## src/rtl/iir_deemph_if.sv

```systemverilog
// Handshake bundle between the de-emphasis filter and its upstream/downstream FIFOs.
// The master side is the FIFO/bench side; the slave side is the filter.
interface iir_deemph_if #(
    parameter int DATA_WIDTH = 32
);
    logic                         in_empty;
    logic signed [DATA_WIDTH-1:0] in_dout;
    logic                         in_rd_en;
    logic                         out_full;
    logic                         out_wr_en;
    logic signed [DATA_WIDTH-1:0] out_din;

    modport master (
        output in_empty, in_dout, out_full,
        input  in_rd_en, out_wr_en, out_din
    );

    modport slave (
        input  in_empty, in_dout, out_full,
        output in_rd_en, out_wr_en, out_din
    );
endinterface

```

## src/rtl/iir_deemph.sv

```systemverilog
// First-order Q10 IIR de-emphasis filter between two FIFOs.
// Each sample takes four cycles: read, multiply, sum, write (write may stall).
module iir_deemph #(
    parameter int                          DATA_WIDTH = 32,
    parameter logic signed [DATA_WIDTH-1:0] B0        = 32'sd178,
    parameter logic signed [DATA_WIDTH-1:0] B1        = 32'sd178,
    parameter logic signed [DATA_WIDTH-1:0] A1        = -32'sd666
) (
    input  logic           clock,
    input  logic           reset,
    iir_deemph_if.slave    bus
);
    localparam int PW        = 2 * DATA_WIDTH;
    localparam int DEQ_SHIFT = 10;
    // Adding 2^10-1 before the arithmetic shift turns floor into truncation toward zero for negatives.
    localparam logic signed [PW-1:0] DEQ_BIAS = {{(PW-10){1'b0}}, 10'd1023};

    typedef enum logic [1:0] {
        S_IDLE  = 2'd0,
        S_MULT  = 2'd1,
        S_SUM   = 2'd2,
        S_WRITE = 2'd3
    } state_t;

    state_t state_q, state_d;

    logic signed [DATA_WIDTH-1:0] x0_q, x0_d;
    logic signed [DATA_WIDTH-1:0] x1_q, x1_d;
    logic signed [DATA_WIDTH-1:0] y1_q, y1_d;
    logic signed [DATA_WIDTH-1:0] y_out_q, y_out_d;
    logic signed [DATA_WIDTH-1:0] p0_q, p0_d;
    logic signed [DATA_WIDTH-1:0] p1_q, p1_d;
    logic signed [DATA_WIDTH-1:0] p2_q, p2_d;
    logic signed [DATA_WIDTH-1:0] sum_s;
    logic                         in_rd_en_s;
    logic                         out_wr_en_s;

    function automatic logic signed [PW-1:0] mul_full(
        input logic signed [DATA_WIDTH-1:0] c,
        input logic signed [DATA_WIDTH-1:0] x
    );
        logic signed [PW-1:0] cw;
        logic signed [PW-1:0] xw;
        cw = {{DATA_WIDTH{c[DATA_WIDTH-1]}}, c};
        xw = {{DATA_WIDTH{x[DATA_WIDTH-1]}}, x};
        return cw * xw;
    endfunction

    function automatic logic signed [DATA_WIDTH-1:0] deq(input logic signed [PW-1:0] p);
        logic signed [PW-1:0] adj;
        logic signed [PW-1:0] q;
        if (p[PW-1]) begin
            adj = p + DEQ_BIAS;
        end else begin
            adj = p;
        end
        q = adj >>> DEQ_SHIFT;
        return q[DATA_WIDTH-1:0];
    endfunction

    assign sum_s         = p0_q + p1_q + p2_q;
    assign bus.in_rd_en  = in_rd_en_s;
    assign bus.out_wr_en = out_wr_en_s;
    assign bus.out_din   = y_out_q;

    // State register
    always_ff @(posedge clock or negedge reset) begin
        if (!reset) begin
            state_q <= S_IDLE;
        end else begin
            state_q <= state_d;
        end
    end

    // Next-state logic
    always_comb begin
        state_d = state_q;
        case (state_q)
            S_IDLE:  if (in_rd_en_s) state_d = S_MULT; else state_d = S_IDLE;
            S_MULT:  state_d = S_SUM;
            S_SUM:   state_d = S_WRITE;
            S_WRITE: if (out_wr_en_s) state_d = S_IDLE; else state_d = S_WRITE;
            default: state_d = S_IDLE;
        endcase
    end

    // FIFO strobes: combinational from state and flags, held low while in reset
    always_comb begin
        in_rd_en_s  = 1'b0;
        out_wr_en_s = 1'b0;
        case (state_q)
            S_IDLE:  in_rd_en_s  = reset & ~bus.in_empty;
            S_WRITE: out_wr_en_s = reset & ~bus.out_full;
            default: begin
                in_rd_en_s  = 1'b0;
                out_wr_en_s = 1'b0;
            end
        endcase
    end

    // Datapath next values; every register holds unless its stage is active
    always_comb begin
        x0_d    = x0_q;
        x1_d    = x1_q;
        y1_d    = y1_q;
        y_out_d = y_out_q;
        p0_d    = p0_q;
        p1_d    = p1_q;
        p2_d    = p2_q;
        case (state_q)
            S_IDLE: begin
                if (in_rd_en_s) begin
                    x0_d = bus.in_dout;
                end else begin
                    x0_d = x0_q;
                end
            end
            S_MULT: begin
                p0_d = deq(mul_full(B0, x0_q));
                p1_d = deq(mul_full(B1, x1_q));
                p2_d = deq(mul_full(A1, y1_q));
            end
            S_SUM: begin
                y_out_d = sum_s;
                x1_d    = x0_q;
                y1_d    = sum_s;
            end
            default: begin
                y_out_d = y_out_q;
            end
        endcase
    end

    // Datapath registers
    always_ff @(posedge clock or negedge reset) begin
        if (!reset) begin
            x0_q    <= '0;
            x1_q    <= '0;
            y1_q    <= '0;
            y_out_q <= '0;
            p0_q    <= '0;
            p1_q    <= '0;
            p2_q    <= '0;
        end else begin
            x0_q    <= x0_d;
            x1_q    <= x1_d;
            y1_q    <= y1_d;
            y_out_q <= y_out_d;
            p0_q    <= p0_d;
            p1_q    <= p1_d;
            p2_q    <= p2_d;
        end
    end
endmodule

```

## src/flat_wrapper.sv

```systemverilog
// flat-port wrapper written by rule: the top's interface ports become plain ports
module iir_deemph_flat 
#(
    parameter int                          DATA_WIDTH = 32,
    parameter logic signed [DATA_WIDTH-1:0] B0        = 32'sd178,
    parameter logic signed [DATA_WIDTH-1:0] B1        = 32'sd178,
    parameter logic signed [DATA_WIDTH-1:0] A1        = -32'sd666
)
  (clock, reset, bus_in_empty, bus_in_dout, bus_out_full, bus_in_rd_en, bus_out_wr_en, bus_out_din);
  iir_deemph_if #(.DATA_WIDTH(DATA_WIDTH)) bus_i ();
  input  logic clock;
  input  logic reset;
  input wire logic [$bits(bus_i.in_empty)-1:0] bus_in_empty;
  input wire logic [$bits(bus_i.in_dout)-1:0] bus_in_dout;
  input wire logic [$bits(bus_i.out_full)-1:0] bus_out_full;
  output wire logic [$bits(bus_i.in_rd_en)-1:0] bus_in_rd_en;
  output wire logic [$bits(bus_i.out_wr_en)-1:0] bus_out_wr_en;
  output wire logic [$bits(bus_i.out_din)-1:0] bus_out_din;
  assign bus_i.in_empty = bus_in_empty;
  assign bus_i.in_dout = bus_in_dout;
  assign bus_i.out_full = bus_out_full;
  assign bus_in_rd_en = bus_i.in_rd_en;
  assign bus_out_wr_en = bus_i.out_wr_en;
  assign bus_out_din = bus_i.out_din;
  iir_deemph #(.DATA_WIDTH(DATA_WIDTH), .B0(B0), .B1(B1), .A1(A1)) u_core (.clock(clock), .reset(reset), .bus(bus_i));
endmodule
```

## config.mk

```make
export PLATFORM = sky130hd
export DESIGN_NAME = iir_deemph_flat
export DESIGN_NICKNAME = d
export VERILOG_FILES = /design/src/rtl/iir_deemph_if.sv /design/src/rtl/iir_deemph.sv /design/src/flat_wrapper.sv
export SDC_FILE = /design/constraint.sdc
export NUM_CORES = 1
export LEC_CHECK = 0
export ABC_AREA = 1
export CAP_MARGIN = 20
export CORE_MARGIN = 2
export CORE_UTILIZATION = 60
export DETAILED_ROUTE_END_ITERATION = 10
export PLACE_DENSITY_LB_ADDON = 0.15
export SLEW_MARGIN = 20
export SYNTH_ARGS = -nofsm -noshare
export SYNTH_HDL_FRONTEND = slang
export SYNTH_SLANG_ARGS = --single-unit
export TNS_END_PERCENT = 20
```

## constraint.sdc

```tcl
create_clock -name clock -period 11.3 [get_ports clock]
set_input_delay 2.26 -clock clock [delete_from_list [all_inputs] [get_ports clock]]
set_output_delay 2.26 -clock clock [all_outputs]
set_load 0.1 [all_outputs]
```

-- Word level (Yosys, flattened, before mapping)
Cells that the tools add are included.
- flip-flop bits (word level): 194
- word-level logic and storage cells: 32
- add/subtract/negate cells: 5
- multipliers: 3
- eq/ne operators: 3
- muxes and demuxes: 8
- bitwise gates (word level): 4
- reductions and logical operators: 2
- operators by type and width (kind ; count):
    two-way mux 42 bit ; 3
    adder 41 x 11 -> 42 bit (second input constant) ; 2
    multiplier 8 x 32 -> 40 bit (first input constant) ; 2
    adder 32 bit ; 2
    adder 42 x 11 -> 42 bit (second input constant) ; 1
    multiplier 10 x 32 -> 42 bit (first input constant) ; 1
    case mux 2 bit (4 select lines) ; 1
    equality test 2 bit (second input constant) ; 2
    two-way mux 1 bit ; 3
    bitwise AND 1 bit ; 2
    equality test 2 x 1 -> 1 bit (second input constant) ; 1
    logical NOT 2 bit ; 1
    two-way mux 2 bit ; 1
    NOT 1 bit ; 2
    AND reduction 2 bit ; 1

-- Longest topological paths before layout
Gate-level depths: netlist (run 1).
- depth in word-level cells: 5
- mapped depth: 30
- depth with buffers taken out: 30

-- Worst setup path after synthesis (run 1)
OpenSTA, ideal clock, no wires.
- kind: in2out
- from: input reset
- to: output bus_out_wr_en
- data arrival time: 4597 ps
- slack: 4443 ps
- cell stages on the path: 3
- buffers on the path: 0
- cells stage by stage: inv_1 or2_2 nor3_1
- cells in the longest elaborated chain, start to end: 2
- ends and longest elaborated chain (what ; RTL line ; text):
    start: declaration ; flat_wrapper.sv:12 ; input logic reset;
    bitwise AND 1 bit ; iir_deemph.sv:93 ; S_WRITE: out_wr_en_s = reset & ~bus.out_full;
    two-way mux 1 bit ; iir_deemph.sv:91 ; case (state_q)
    end: declaration ; flat_wrapper.sv:17 ; output wire logic [$bits(bus_i.out_wr_en)-1:0] bus_out_wr_en;
No other way between the ends.

-- Final worst setup path (run 1)
Ends and elaborated chain as after synthesis.

==> metrics.txt, run 1 <==
# TYPE chip_impl_metric gauge
chip_impl_info{name="grt_setup_unrepaired",value="no"} 1
chip_impl_metric{name="drive_gt1_share",unit="%"} 3.12
chip_impl_info{name="result_of_the_run",value="finished, final reports clean"} 1
chip_impl_metric{name="tightest_slew",unit="ns"} 0.975
chip_impl_metric{name="vias_in_the_first_global_route",unit=""} 27200
chip_impl_metric{name="syn_nets",unit=""} 5365
chip_impl_info{name="yosys-top-cells-area",value="ha_1 (19%), fa_1 (17%), nand2_1 (16%)"} 1
chip_impl_metric{name="post_cts.resized_instances",unit=""} 0
chip_impl_metric{name="drc",unit=""} 0
chip_impl_metric{name="timing.final.crit_share",unit="%"} 59.7
chip_impl_metric{name="floorplan.io_pins",unit=""} 70
chip_impl_metric{name="die_area",unit="um^2"} 54900
chip_impl_info{name="critical_path.reg2reg.startpoint",value="u_core.y1_q[9]$_DFFE_PN0P_"} 1
chip_impl_metric{name="cp_max_fo",unit=""} 76
chip_impl_metric{name="max_clock_freq",unit="MHz"} 148
chip_impl_metric{name="fin_ws",unit="ns"} 4.56
chip_impl_info{name="netlist.top_cell.by_area",value="ha_1"} 1
chip_impl_metric{name="place.gp.congestion",unit=""} 1.00
chip_impl_metric{name="die_height",unit="um"} 234
chip_impl_metric{name="fill_cells",unit=""} 4960
chip_impl_metric{name="synth_warnings",unit=""} 0
chip_impl_info{name="critical_path_cell_sequence",value="clkbuf_8, inv_1, or2_2, nor3_1, clkdlybuf4s50_1"} 1
chip_impl_metric{name="drt-vias-per-instance",unit=""} 5.24
chip_impl_info{name="worst_path_max_delay_cell",value="clkdlybuf4s50_1"} 1
chip_impl_metric{name="route.detailed.wl_per_inst",unit="um"} 16.3
chip_impl_metric{name="post_place_worst_slack",unit="ns"} 4.50
chip_impl_metric{name="worst_ep_required_time",unit="ns"} 9.04
chip_impl_metric{name="synth_largest_type_area_fraction",unit="%"} 18.8
chip_impl_metric{name="slowest_delay",unit="ns"} 1.16
chip_impl_info{name="synthTopCellsByCount",value="nand2_1 (1367), inv_1 (1000), ha_1 (478)"} 1
chip_impl_metric{name="crit_arrival",unit="ns"} 4.48
chip_impl_metric{name="ctsLongestPathBuffers",unit=""} 2
chip_impl_metric{name="postSynthCellCount",unit=""} 4575
chip_impl_metric{name="n_antenna_cell",unit=""} 0
chip_impl_metric{name="clkSlewWorstSetupHoldPaths",unit="ns"} 0.07
chip_impl_metric{name="grt.overflow.total",unit=""} 0
chip_impl_metric{name="final_wirelength",unit="um"} 86900
chip_impl_metric{name="clk_latency",unit="ns"} 0.46
chip_impl_metric{name="detailed_place_hpwl",unit="um"} 74500
chip_impl_metric{name="routed_vias",unit=""} 27900
chip_impl_metric{name="antenna_left",unit=""} 0
chip_impl_metric{name="syn_area_per_cell",unit="um^2"} 6.96
chip_impl_info{name="hp-start",value="u_core.p1_q[31]$_DFFE_PN0N_"} 1
chip_impl_metric{name="rows",unit=""} 84
chip_impl_metric{name="drtIter0Drc",unit=""} 1632
chip_impl_metric{name="number_of_enable_flip_flop_cells_after_synthesis",unit=""} 0
chip_impl_info{name="worstHoldPathType",value="register to register"} 1
chip_impl_metric{name="grt_antenna_before_repair",unit=""} 0
chip_impl_metric{name="fin_skew",unit="ns"} 0.0166
chip_impl_info{name="setup.worst_path.start",value="reset"} 1
chip_impl_metric{name="slew-limit-headroom",unit="%"} 34.8
chip_impl_metric{name="synth.ff_latch_count",unit=""} 194
chip_impl_metric{name="count_of_unique_library_cells_instantiated_by_yosys",unit=""} 44
chip_impl_info{name="synth_most_common_cell",value="nand2_1"} 1
chip_impl_metric{name="cts_sinks",unit=""} 194
chip_impl_metric{name="finalHoldViolations",unit=""} 0
chip_impl_metric{name="die_width",unit="um"} 234
chip_impl_metric{name="core_area",unit="um^2"} 52600
chip_impl_info{name="worst_setup_path_start_kind",value="input port"} 1
chip_impl_metric{name="sequential_cell_area_fraction_in_the_yosys_report",unit="%"} 15.3
chip_impl_metric{name="grt_first_pass_wirelength",unit="um"} 138000
chip_impl_metric{name="placement.io_buffers",unit=""} 69
chip_impl_metric{name="cell_area_after_synthesis",unit="um^2"} 31800
chip_impl_metric{name="initial_core_util",unit="%"} 60.6
chip_impl_metric{name="number_of_max_slew_violations_in_the_final_report",unit=""} 0
chip_impl_metric{name="cts-htree-levels",unit=""} 4
chip_impl_metric{name="cap_violations",unit=""} 0
chip_impl_metric{name="setup_total_negative_slack",unit="ns"} 0
chip_impl_metric{name="fraction_of_registers_with_async_set_reset",unit="%"} 100
chip_impl_info{name="kind_of_end_point_of_the_critical_path",value="primary output"} 1
chip_impl_info{name="cts_tree",value="yes"} 1
chip_impl_metric{name="post_cts.repair.setup_buffers",unit=""} 0
chip_impl_info{name="worstSetupPathType",value="input port to primary output"} 1
chip_impl_metric{name="finalWorstPathRequiredPeriod",unit="ns"} 6.74
chip_impl_metric{name="global_route.usage.total",unit="%"} 32.5
chip_impl_info{name="yosys_most_used_dff",value="dfrtp_1"} 1
chip_impl_metric{name="flow.area_growth_from_synthesis",unit="%"} 6.39
chip_impl_metric{name="finalNetCount",unit=""} 5420
chip_impl_metric{name="tritoncts.num_buffers",unit=""} 17
chip_impl_metric{name="grt_start_max_net_pins",unit=""} 84
chip_impl_info{name="clock_tree.root_cell",value="clkbuf_16"} 1
chip_impl_metric{name="1st_pass_router_iterations",unit=""} 8
chip_impl_metric{name="holdBufCountCts",unit=""} 0
chip_impl_metric{name="setup_viol",unit=""} 0
## worst max-delay path: cells and delay by family
kind / cells / cell delay (ns)
buffers and inverters: 3 / 1.75
and+or+nand+nor: 2 / 0.46
## worst paths after layout
kind / slack, ns / cells after the start / to
worst max-delay path: 4.56 / 5 / bus_out_wr_en
worst min-delay path: 0.51 / 2 / u_core.p1_q[31]$_DFFE_PN0N_
worst max register to register: 5.36 / 23 / u_core.p2_q[11]$_DFFE_PN0N_
worst min register to register: 0.51 / 2 / u_core.p1_q[31]$_DFFE_PN0N_
max in group asynchronous: 7.56 / 3 / u_core.p1_q[23]$_DFFE_PN0N_
min in group asynchronous: 1.77 / 1 / u_core.x0_q[30]$_DFFE_PN0P_
## layout by cell type (no fill, tap or decap), types with 6 or more instances in the layout
cell type        count
clkbuf_16           17
ha_1               478
buf_4                7
a31oi_1              8
nor3_1              22
nand3_2              9
nand3_1            286
a21oi_1            133
clkdlybuf4s50_1     68
o21a_1               6
nand4_1             51
nand2_1           1367
inv_2               20
xnor2_1             20
o21ai_0            130
nor2_2              28
nand3b_1            13
nor2_1             325
a21o_1               8
nand2_2             17
o21bai_1            10
dfrtp_1            194
nor2_4              10
xor2_1              60
or2_2               10
inv_1             1000
o21ai_1             19
fa_1               276
## state kept, by name, summed over array words and instances, names as in the netlist
| name | count |
|---|---|
| u_core.p0_q | 32 |
| u_core.p1_q | 32 |
| u_core.p2_q | 32 |
| u_core.state_q | 2 |
| u_core.x0_q | 32 |
| u_core.x1_q | 32 |
| u_core.y1_q | 32 |
## kinds of logic after synthesis
family | count (synthesis) | share of synthesized area, %
DFF | 194 | 15.3
xor gates and xnor gates | 84 | 2.41
AOI/OAI and AO/OA | 327 | 5.49
and+or+nand+nor | 2154 | 28.2
adders and majority gates | 754 | 36.1
buffers and inverters | 1062 | 12.6
## per-stage QoR
stage	std cells	hold slack, ns	utilization [%]	cell area [um^2]
finish	5331	0.511	64.4	33900
floorplan	4575	0.468	-	31800
global placement	5299	0.483	63.4	33300
CTS	5331	0.507	64.4	33900
global route	5331	0.528	64.4	33900
detailed placement	5299	0.489	63.4	33300
## routing by layer
layer	up-vias	global-route usage (%)	part of all wire (%)
met3	143	2.40	3.6
met1	13000	39.0	42
li1	14200	-	-
met2	609	60.1	51
met4	0	12.7	4.1
met5	-	0	0
## cell type report
| type | instances | area (um^2) | area share [%] |
|---|---|---|---|
| inverters | 1022 | 3840 | 11.3 |
| repair buffers | 76 | 747 | 2.21 |
| clock buffers | 21 | 460 | 1.36 |
| flip-flops and latches | 194 | 4850 | 14.3 |
| clock inverters | 11 | 103 | 0.303 |
| multi-input cells | 3319 | 23000 | 67.9 |
| well taps | 688 | 861 | 2.54 |
Power of run 1 is not shown: default switching activity piles up to over one toggle a cycle in this logic, so the estimate is an artifact.
==> run 2, diff against run 1 <==
clock period = 6.81 ns   (was 11.3 ns; I/O delays follow)
==> metrics.txt, run 2 (same netlist as run 1, synthesis figures left out) <==
# TYPE chip_impl_metric gauge
chip_impl_info{name="result_of_the_run",value="finished, final reports clean"} 1
chip_impl_metric{name="finalNetCount",unit=""} 5424
chip_impl_metric{name="post_cts.repair.setup_buffers",unit=""} 0
chip_impl_metric{name="hold_depth",unit=""} 2
chip_impl_metric{name="rows",unit=""} 84
chip_impl_metric{name="cp_max_fo",unit=""} 8
chip_impl_metric{name="ctsLongestPathBuffers",unit=""} 2
chip_impl_metric{name="number_of_max_slew_violations_in_the_final_report",unit=""} 0
chip_impl_metric{name="max_clock_freq",unit="MHz"} 163
chip_impl_metric{name="drc",unit=""} 0
chip_impl_metric{name="route.detailed.wl_per_inst",unit="um"} 17.2
chip_impl_metric{name="worst_r2r_path_depth",unit=""} 23
chip_impl_metric{name="tritoncts.num_buffers",unit=""} 17
chip_impl_metric{name="drive_gt1_share",unit="%"} 3.23
chip_impl_info{name="clock_tree.root_cell",value="clkbuf_16"} 1
chip_impl_info{name="cts_tree",value="yes"} 1
chip_impl_metric{name="fin_skew",unit="ns"} 0.0265
chip_impl_metric{name="post_cts.resized_instances",unit=""} 0
chip_impl_metric{name="worst_ep_required_time",unit="ns"} 7.23
chip_impl_metric{name="crit_arrival",unit="ns"} 6.54
chip_impl_metric{name="tightest_slew",unit="ns"} 1.11
chip_impl_metric{name="finalHoldViolations",unit=""} 0
chip_impl_metric{name="core_area",unit="um^2"} 52600
chip_impl_metric{name="cap_violations",unit=""} 0
chip_impl_metric{name="1st_pass_router_iterations",unit=""} 6
chip_impl_info{name="final_cell_mix",value="nand2_1 (1367), inv_1 (1000), ha_1 (478)"} 1
chip_impl_metric{name="n_antenna_cell",unit=""} 0
chip_impl_metric{name="vias_in_the_first_global_route",unit=""} 28100
chip_impl_metric{name="die_area",unit="um^2"} 54900
chip_impl_metric{name="detailed_place_hpwl",unit="um"} 78300
chip_impl_metric{name="timing.final.crit_share",unit="%"} 90.0
chip_impl_metric{name="grt.overflow.total",unit=""} 0
chip_impl_metric{name="cts-htree-levels",unit=""} 4
chip_impl_metric{name="placement.io_buffers",unit=""} 69
chip_impl_metric{name="global_route.usage.total",unit="%"} 34.6
chip_impl_metric{name="finalWorstPathRequiredPeriod",unit="ns"} 6.13
chip_impl_metric{name="grt_first_pass_wirelength",unit="um"} 146000
chip_impl_info{name="grt_setup_unrepaired",value="no"} 1
chip_impl_metric{name="floorplan.io_pins",unit=""} 70
chip_impl_metric{name="final_wirelength",unit="um"} 91700
chip_impl_metric{name="flow.area_growth_from_synthesis",unit="%"} 6.55
chip_impl_metric{name="holdBufCountCts",unit=""} 0
chip_impl_metric{name="finalCoreUtilization",unit="%"} 64.5
chip_impl_metric{name="die_height",unit="um"} 234
chip_impl_metric{name="initial_core_util",unit="%"} 60.6
chip_impl_metric{name="die_width",unit="um"} 234
chip_impl_metric{name="grt_start_max_net_pins",unit=""} 141
chip_impl_metric{name="antenna_left",unit=""} 0
chip_impl_metric{name="clkSlewWorstSetupHoldPaths",unit="ns"} 0.10
chip_impl_metric{name="grt_antenna_before_repair",unit=""} 0
chip_impl_info{name="worst_setup_path_start_kind",value="register"} 1
chip_impl_metric{name="cts_sinks",unit=""} 194
chip_impl_metric{name="setup_total_negative_slack",unit="ns"} 0
chip_impl_metric{name="drt-vias-per-instance",unit=""} 5.29
chip_impl_info{name="worstHoldPathType",value="register to register"} 1
chip_impl_metric{name="clk_latency",unit="ns"} 0.50
chip_impl_metric{name="setup_viol",unit=""} 0
chip_impl_metric{name="place.gp.congestion",unit=""} 1.03
chip_impl_info{name="kind_of_end_point_of_the_critical_path",value="register"} 1
chip_impl_info{name="worstSetupPathType",value="register to register"} 1
chip_impl_metric{name="drtIter0Drc",unit=""} 1422
chip_impl_metric{name="routed_vias",unit=""} 28200
chip_impl_metric{name="slew-limit-headroom",unit="%"} 26.0
chip_impl_info{name="mostFrequentLayoutCell",value="nand2_1"} 1
## run 2: cell count changes in the layout (fill, tap and decap cells not counted), sizes merged
cell	before	now
inv	1022	1026
bufinv	1	0
buf	7	11
clkbuf	22	21
clkinv	8	7
clkinvlp	2	1
## run 2: area by class of cell
cell class	count	area, um^2
multi-input cells	3319	23000
fillers	4920	18600
flip-flops and latches	194	4850
inverters	1022	3840
well taps	688	861
repair buffers	80	790
clock buffers	20	457
clock inverters	12	115
## run 2: worst paths after layout
check / endpoint / slack [ns] / startpoint
setup reg to reg: u_core.p2_q[25]$_DFFE_PN0N_ / 0.68 / u_core.y1_q[25]$_DFFE_PN0P_
setup / recovery: u_core.p2_q[25]$_DFFE_PN0N_ / 0.68 / u_core.y1_q[25]$_DFFE_PN0P_
hold reg to reg: u_core.p0_q[3]$_DFFE_PN0N_ / 0.51 / u_core.p0_q[3]$_DFFE_PN0N_
min in group asynchronous: u_core.x0_q[30]$_DFFE_PN0P_ / 0.86 / reset
max in group asynchronous: u_core.p1_q[23]$_DFFE_PN0N_ / 4.78 / reset
hold / removal: u_core.p0_q[3]$_DFFE_PN0N_ / 0.51 / u_core.p0_q[3]$_DFFE_PN0N_
## run 2: through the flow
| stage | hold WS [ns] | instance area, um^2 | setup slack [ns] | cells |
|---|---|---|---|---|
| floorplan | 0.468 | 31800 | 1.10 | 4575 |
| global placement | 0.487 | 33300 | 0.770 | 5303 |
| detailed placement | 0.492 | 33300 | 0.789 | 5303 |
| CTS | 0.515 | 33900 | 0.738 | 5335 |
| global route | 0.532 | 33900 | 0.298 | 5335 |
| finish | 0.512 | 33900 | 0.684 | 5335 |
## run 2: critical path: stages, from the launching register on
cell	delay (ns)
dfrtp_1	0.68
inv_1	0.09
ha_1	0.34
fa_1	0.48
inv_1	0.05
fa_1	0.49
fa_1	0.43
fa_1	0.49
inv_1	0.04
ha_1	0.43
nand2_1	0.20
nor2_1	0.25
nand2_1	0.22
nor2_1	0.21
nand3_1	0.17
nand3_1	0.14
nand2_1	0.07
nand2_2	0.24
nand2_1	0.20
nor2_1	0.38
nand3_1	0.15
nand2_1	0.09
nand3_1	0.08
nand2_1	0.10
## run 2: routing by layer
layer	wire (um)	track usage, %	up-vias
met3	3680	3.98	227
met4	5870	20.2	0
met1	38000	41.3	13100
met5	0	0	-
met2	44200	60.3	699
li1	-	-	14200
Power of run 2 is left out for the same reason.
==> run 3, diff against run 2 <==
CORE_ASPECT_RATIO = 1.25   (was unset)
==> metrics.txt, run 3 (same netlist as run 1, synthesis figures left out) <==
# TYPE chip_impl_metric gauge
chip_impl_metric{name="grt.overflow.total",unit=""} 0
chip_impl_metric{name="flow.area_growth_from_synthesis",unit="%"} 6.31
chip_impl_metric{name="holdBufCountCts",unit=""} 0
chip_impl_metric{name="area_occupied_by_multi_input_gates",unit="um^2"} 23000
chip_impl_metric{name="initial_core_util",unit="%"} 60.5
chip_impl_info{name="mostFrequentLayoutCell",value="nand2_1"} 1
chip_impl_metric{name="finish.instance_area",unit="um^2"} 33800
chip_impl_metric{name="fin_skew",unit="ns"} 0.0227
chip_impl_metric{name="fill_cells",unit=""} 4985
chip_impl_info{name="cts_tree",value="yes"} 1
chip_impl_metric{name="final_wirelength",unit="um"} 93000
chip_impl_metric{name="drive_gt1_share",unit="%"} 3.12
chip_impl_metric{name="grt_first_pass_wirelength",unit="um"} 149000
chip_impl_metric{name="grt_start_max_net_pins",unit=""} 75
chip_impl_metric{name="number_of_max_slew_violations_in_the_final_report",unit=""} 0
chip_impl_metric{name="antenna_left",unit=""} 0
chip_impl_info{name="grt_setup_unrepaired",value="no"} 1
chip_impl_info{name="worst_setup_path_start_kind",value="register"} 1
chip_impl_metric{name="die_height",unit="um"} 262
chip_impl_metric{name="place.gp.congestion",unit=""} 1.01
chip_impl_metric{name="cap_violations",unit=""} 0
chip_impl_metric{name="global_route.usage.total",unit="%"} 35.2
chip_impl_metric{name="regArea",unit="um^2"} 4850
chip_impl_metric{name="placement.io_buffers",unit=""} 69
chip_impl_metric{name="slowest_delay",unit="ns"} 0.55
chip_impl_metric{name="ctsLongestPathBuffers",unit=""} 2
chip_impl_metric{name="finalWorstPathRequiredPeriod",unit="ns"} 6.32
chip_impl_metric{name="placed_cell_area",unit="um^2"} 33300
chip_impl_metric{name="clk_latency",unit="ns"} 0.50
chip_impl_metric{name="grt_antenna_before_repair",unit=""} 0
chip_impl_metric{name="timing.final.crit_share",unit="%"} 92.8
chip_impl_metric{name="crit_arrival",unit="ns"} 6.75
chip_impl_info{name="hold-path-endpoint",value="u_core.p0_q[2]$_DFFE_PN0N_"} 1
chip_impl_metric{name="rows",unit=""} 94
chip_impl_metric{name="die_area",unit="um^2"} 54900
chip_impl_metric{name="floorplan.io_pins",unit=""} 70
chip_impl_metric{name="setup_total_negative_slack",unit="ns"} 0
chip_impl_metric{name="tightest_slew",unit="ns"} 1.09
chip_impl_metric{name="cp_max_fo",unit=""} 7
chip_impl_metric{name="drtIter0Drc",unit=""} 1759
chip_impl_metric{name="worst_hold_check_slack",unit="ns"} 0.512
chip_impl_metric{name="core_area",unit="um^2"} 52600
chip_impl_info{name="hp-start",value="u_core.p0_q[2]$_DFFE_PN0N_"} 1
chip_impl_metric{name="post_cts.resized_instances",unit=""} 0
chip_impl_metric{name="cts-htree-levels",unit=""} 4
chip_impl_info{name="result_of_the_run",value="finished, final reports clean"} 1
chip_impl_metric{name="finalNetCount",unit=""} 5421
chip_impl_info{name="critical_path.reg2reg.startpoint",value="u_core.y1_q[6]$_DFFE_PN0P_"} 1
chip_impl_metric{name="slew-limit-headroom",unit="%"} 27.0
chip_impl_metric{name="setup_viol",unit=""} 0
chip_impl_metric{name="die_width",unit="um"} 210
chip_impl_info{name="final_cell_mix",value="nand2_1 (1367), inv_1 (1000), ha_1 (478)"} 1
chip_impl_info{name="clock_tree.root_cell",value="clkbuf_16"} 1
chip_impl_metric{name="max_clock_freq",unit="MHz"} 158
chip_impl_metric{name="detailed_place_hpwl",unit="um"} 79800
chip_impl_metric{name="1st_pass_router_iterations",unit=""} 6
chip_impl_metric{name="setup.reg_to_reg.worst_slack",unit="ns"} 0.49
chip_impl_info{name="regToRegEndpoint",value="u_core.p2_q[27]$_DFFE_PN0N_"} 1
chip_impl_metric{name="hold_depth",unit=""} 2
chip_impl_metric{name="finalCoreUtilization",unit="%"} 64.4
chip_impl_metric{name="tritoncts.num_buffers",unit=""} 17
chip_impl_info{name="worst_path_max_delay_cell",value="fa_1"} 1
chip_impl_metric{name="post_cts.repair.setup_buffers",unit=""} 0
chip_impl_metric{name="worst_ep_required_time",unit="ns"} 7.24
chip_impl_info{name="kind_of_end_point_of_the_critical_path",value="register"} 1
chip_impl_metric{name="finalHoldViolations",unit=""} 0
chip_impl_metric{name="drt-vias-per-instance",unit=""} 5.33
chip_impl_metric{name="drc",unit=""} 0
chip_impl_info{name="worstSetupPathType",value="register to register"} 1
chip_impl_metric{name="route.detailed.wl_per_inst",unit="um"} 17.5
chip_impl_metric{name="cts_sinks",unit=""} 194
chip_impl_metric{name="worst_r2r_path_depth",unit=""} 25
chip_impl_info{name="worstHoldPathType",value="register to register"} 1
chip_impl_metric{name="clkSlewWorstSetupHoldPaths",unit="ns"} 0.08
chip_impl_metric{name="vias_in_the_first_global_route",unit=""} 28600
chip_impl_metric{name="routed_vias",unit=""} 28300
chip_impl_metric{name="n_antenna_cell",unit=""} 0
chip_impl_info{name="timing.critical_path.mode_cell",value="nand2_1"} 1
==> run 3: changes by cell type in the layout (fill, tap and decap cells not counted) <==
cell / delta
buf_12: -1
clkinv_4: +1
inv_6: +1
clkbuf_8: -2
clkinvlp_4: -1
clkinv_2: -1
buf_4: -2
==> run 3: per-layer routing <==
| layer | GRT usage, % | vias to the layer above | wire [um] |
|---|---|---|---|
| li1 | - | 14200 | - |
| met1 | 37.9 | 13200 | 35400 |
| met2 | 65.7 | 678 | 47600 |
| met3 | 3.60 | 258 | 3250 |
| met4 | 23.1 | 0 | 6790 |
| met5 | 0 | - | 0 |
==> run 3: metrics by stage <==
stage / cells / setup WS [ns]
after floorplan: 4575 / 1.10
after global placement: 5284 / 0.557
after detailed placement: 5284 / 0.589
after CTS: 5314 / 0.544
after global routing: 5314 / 0.224
final: 5314 / 0.490
==> run 3: area by class of cell <==
| type | instances | share of cell area, % |
|---|---|---|
| Tap cell | 672 | 2.48 |
| Multi-Input combinational cell | 3319 | 68.0 |
| Clock inverter | 12 | 0.355 |
| Timing Repair Buffer | 77 | 2.23 |
| Clock buffer | 18 | 1.27 |
| Inverter | 1022 | 11.3 |
| Sequential cell | 194 | 14.3 |
==> run 3: worst max-delay path by stage <==
stage                               startpoint                     endpoint  slack (ns)  depth (start not counted)
global placement    u_core.y1_q[6]$_DFFE_PN0P_  u_core.p2_q[27]$_DFFE_PN0N_        0.56                         24
detailed placement  u_core.y1_q[6]$_DFFE_PN0P_  u_core.p2_q[27]$_DFFE_PN0N_        0.59                         25
CTS                 u_core.y1_q[6]$_DFFE_PN0P_  u_core.p2_q[27]$_DFFE_PN0N_        0.54                         25
finish              u_core.y1_q[6]$_DFFE_PN0P_  u_core.p2_q[27]$_DFFE_PN0N_        0.49                         25
floorplan           u_core.y1_q[6]$_DFFE_PN0P_  u_core.p2_q[18]$_DFFE_PN0N_        1.10                         24
global route        u_core.y1_q[6]$_DFFE_PN0P_  u_core.p2_q[27]$_DFFE_PN0N_        0.22                         25
==> run 3: worst max-delay path: cells and delay by family (launching register included) <==
family / cells / cell delay [ns]
DFF: 1 / 0.50
adders and majority gates: 6 / 2.91
and+or+nand+nor: 15 / 2.48
buffers and inverters: 4 / 0.36
Power of run 3 is left out for the same reason.
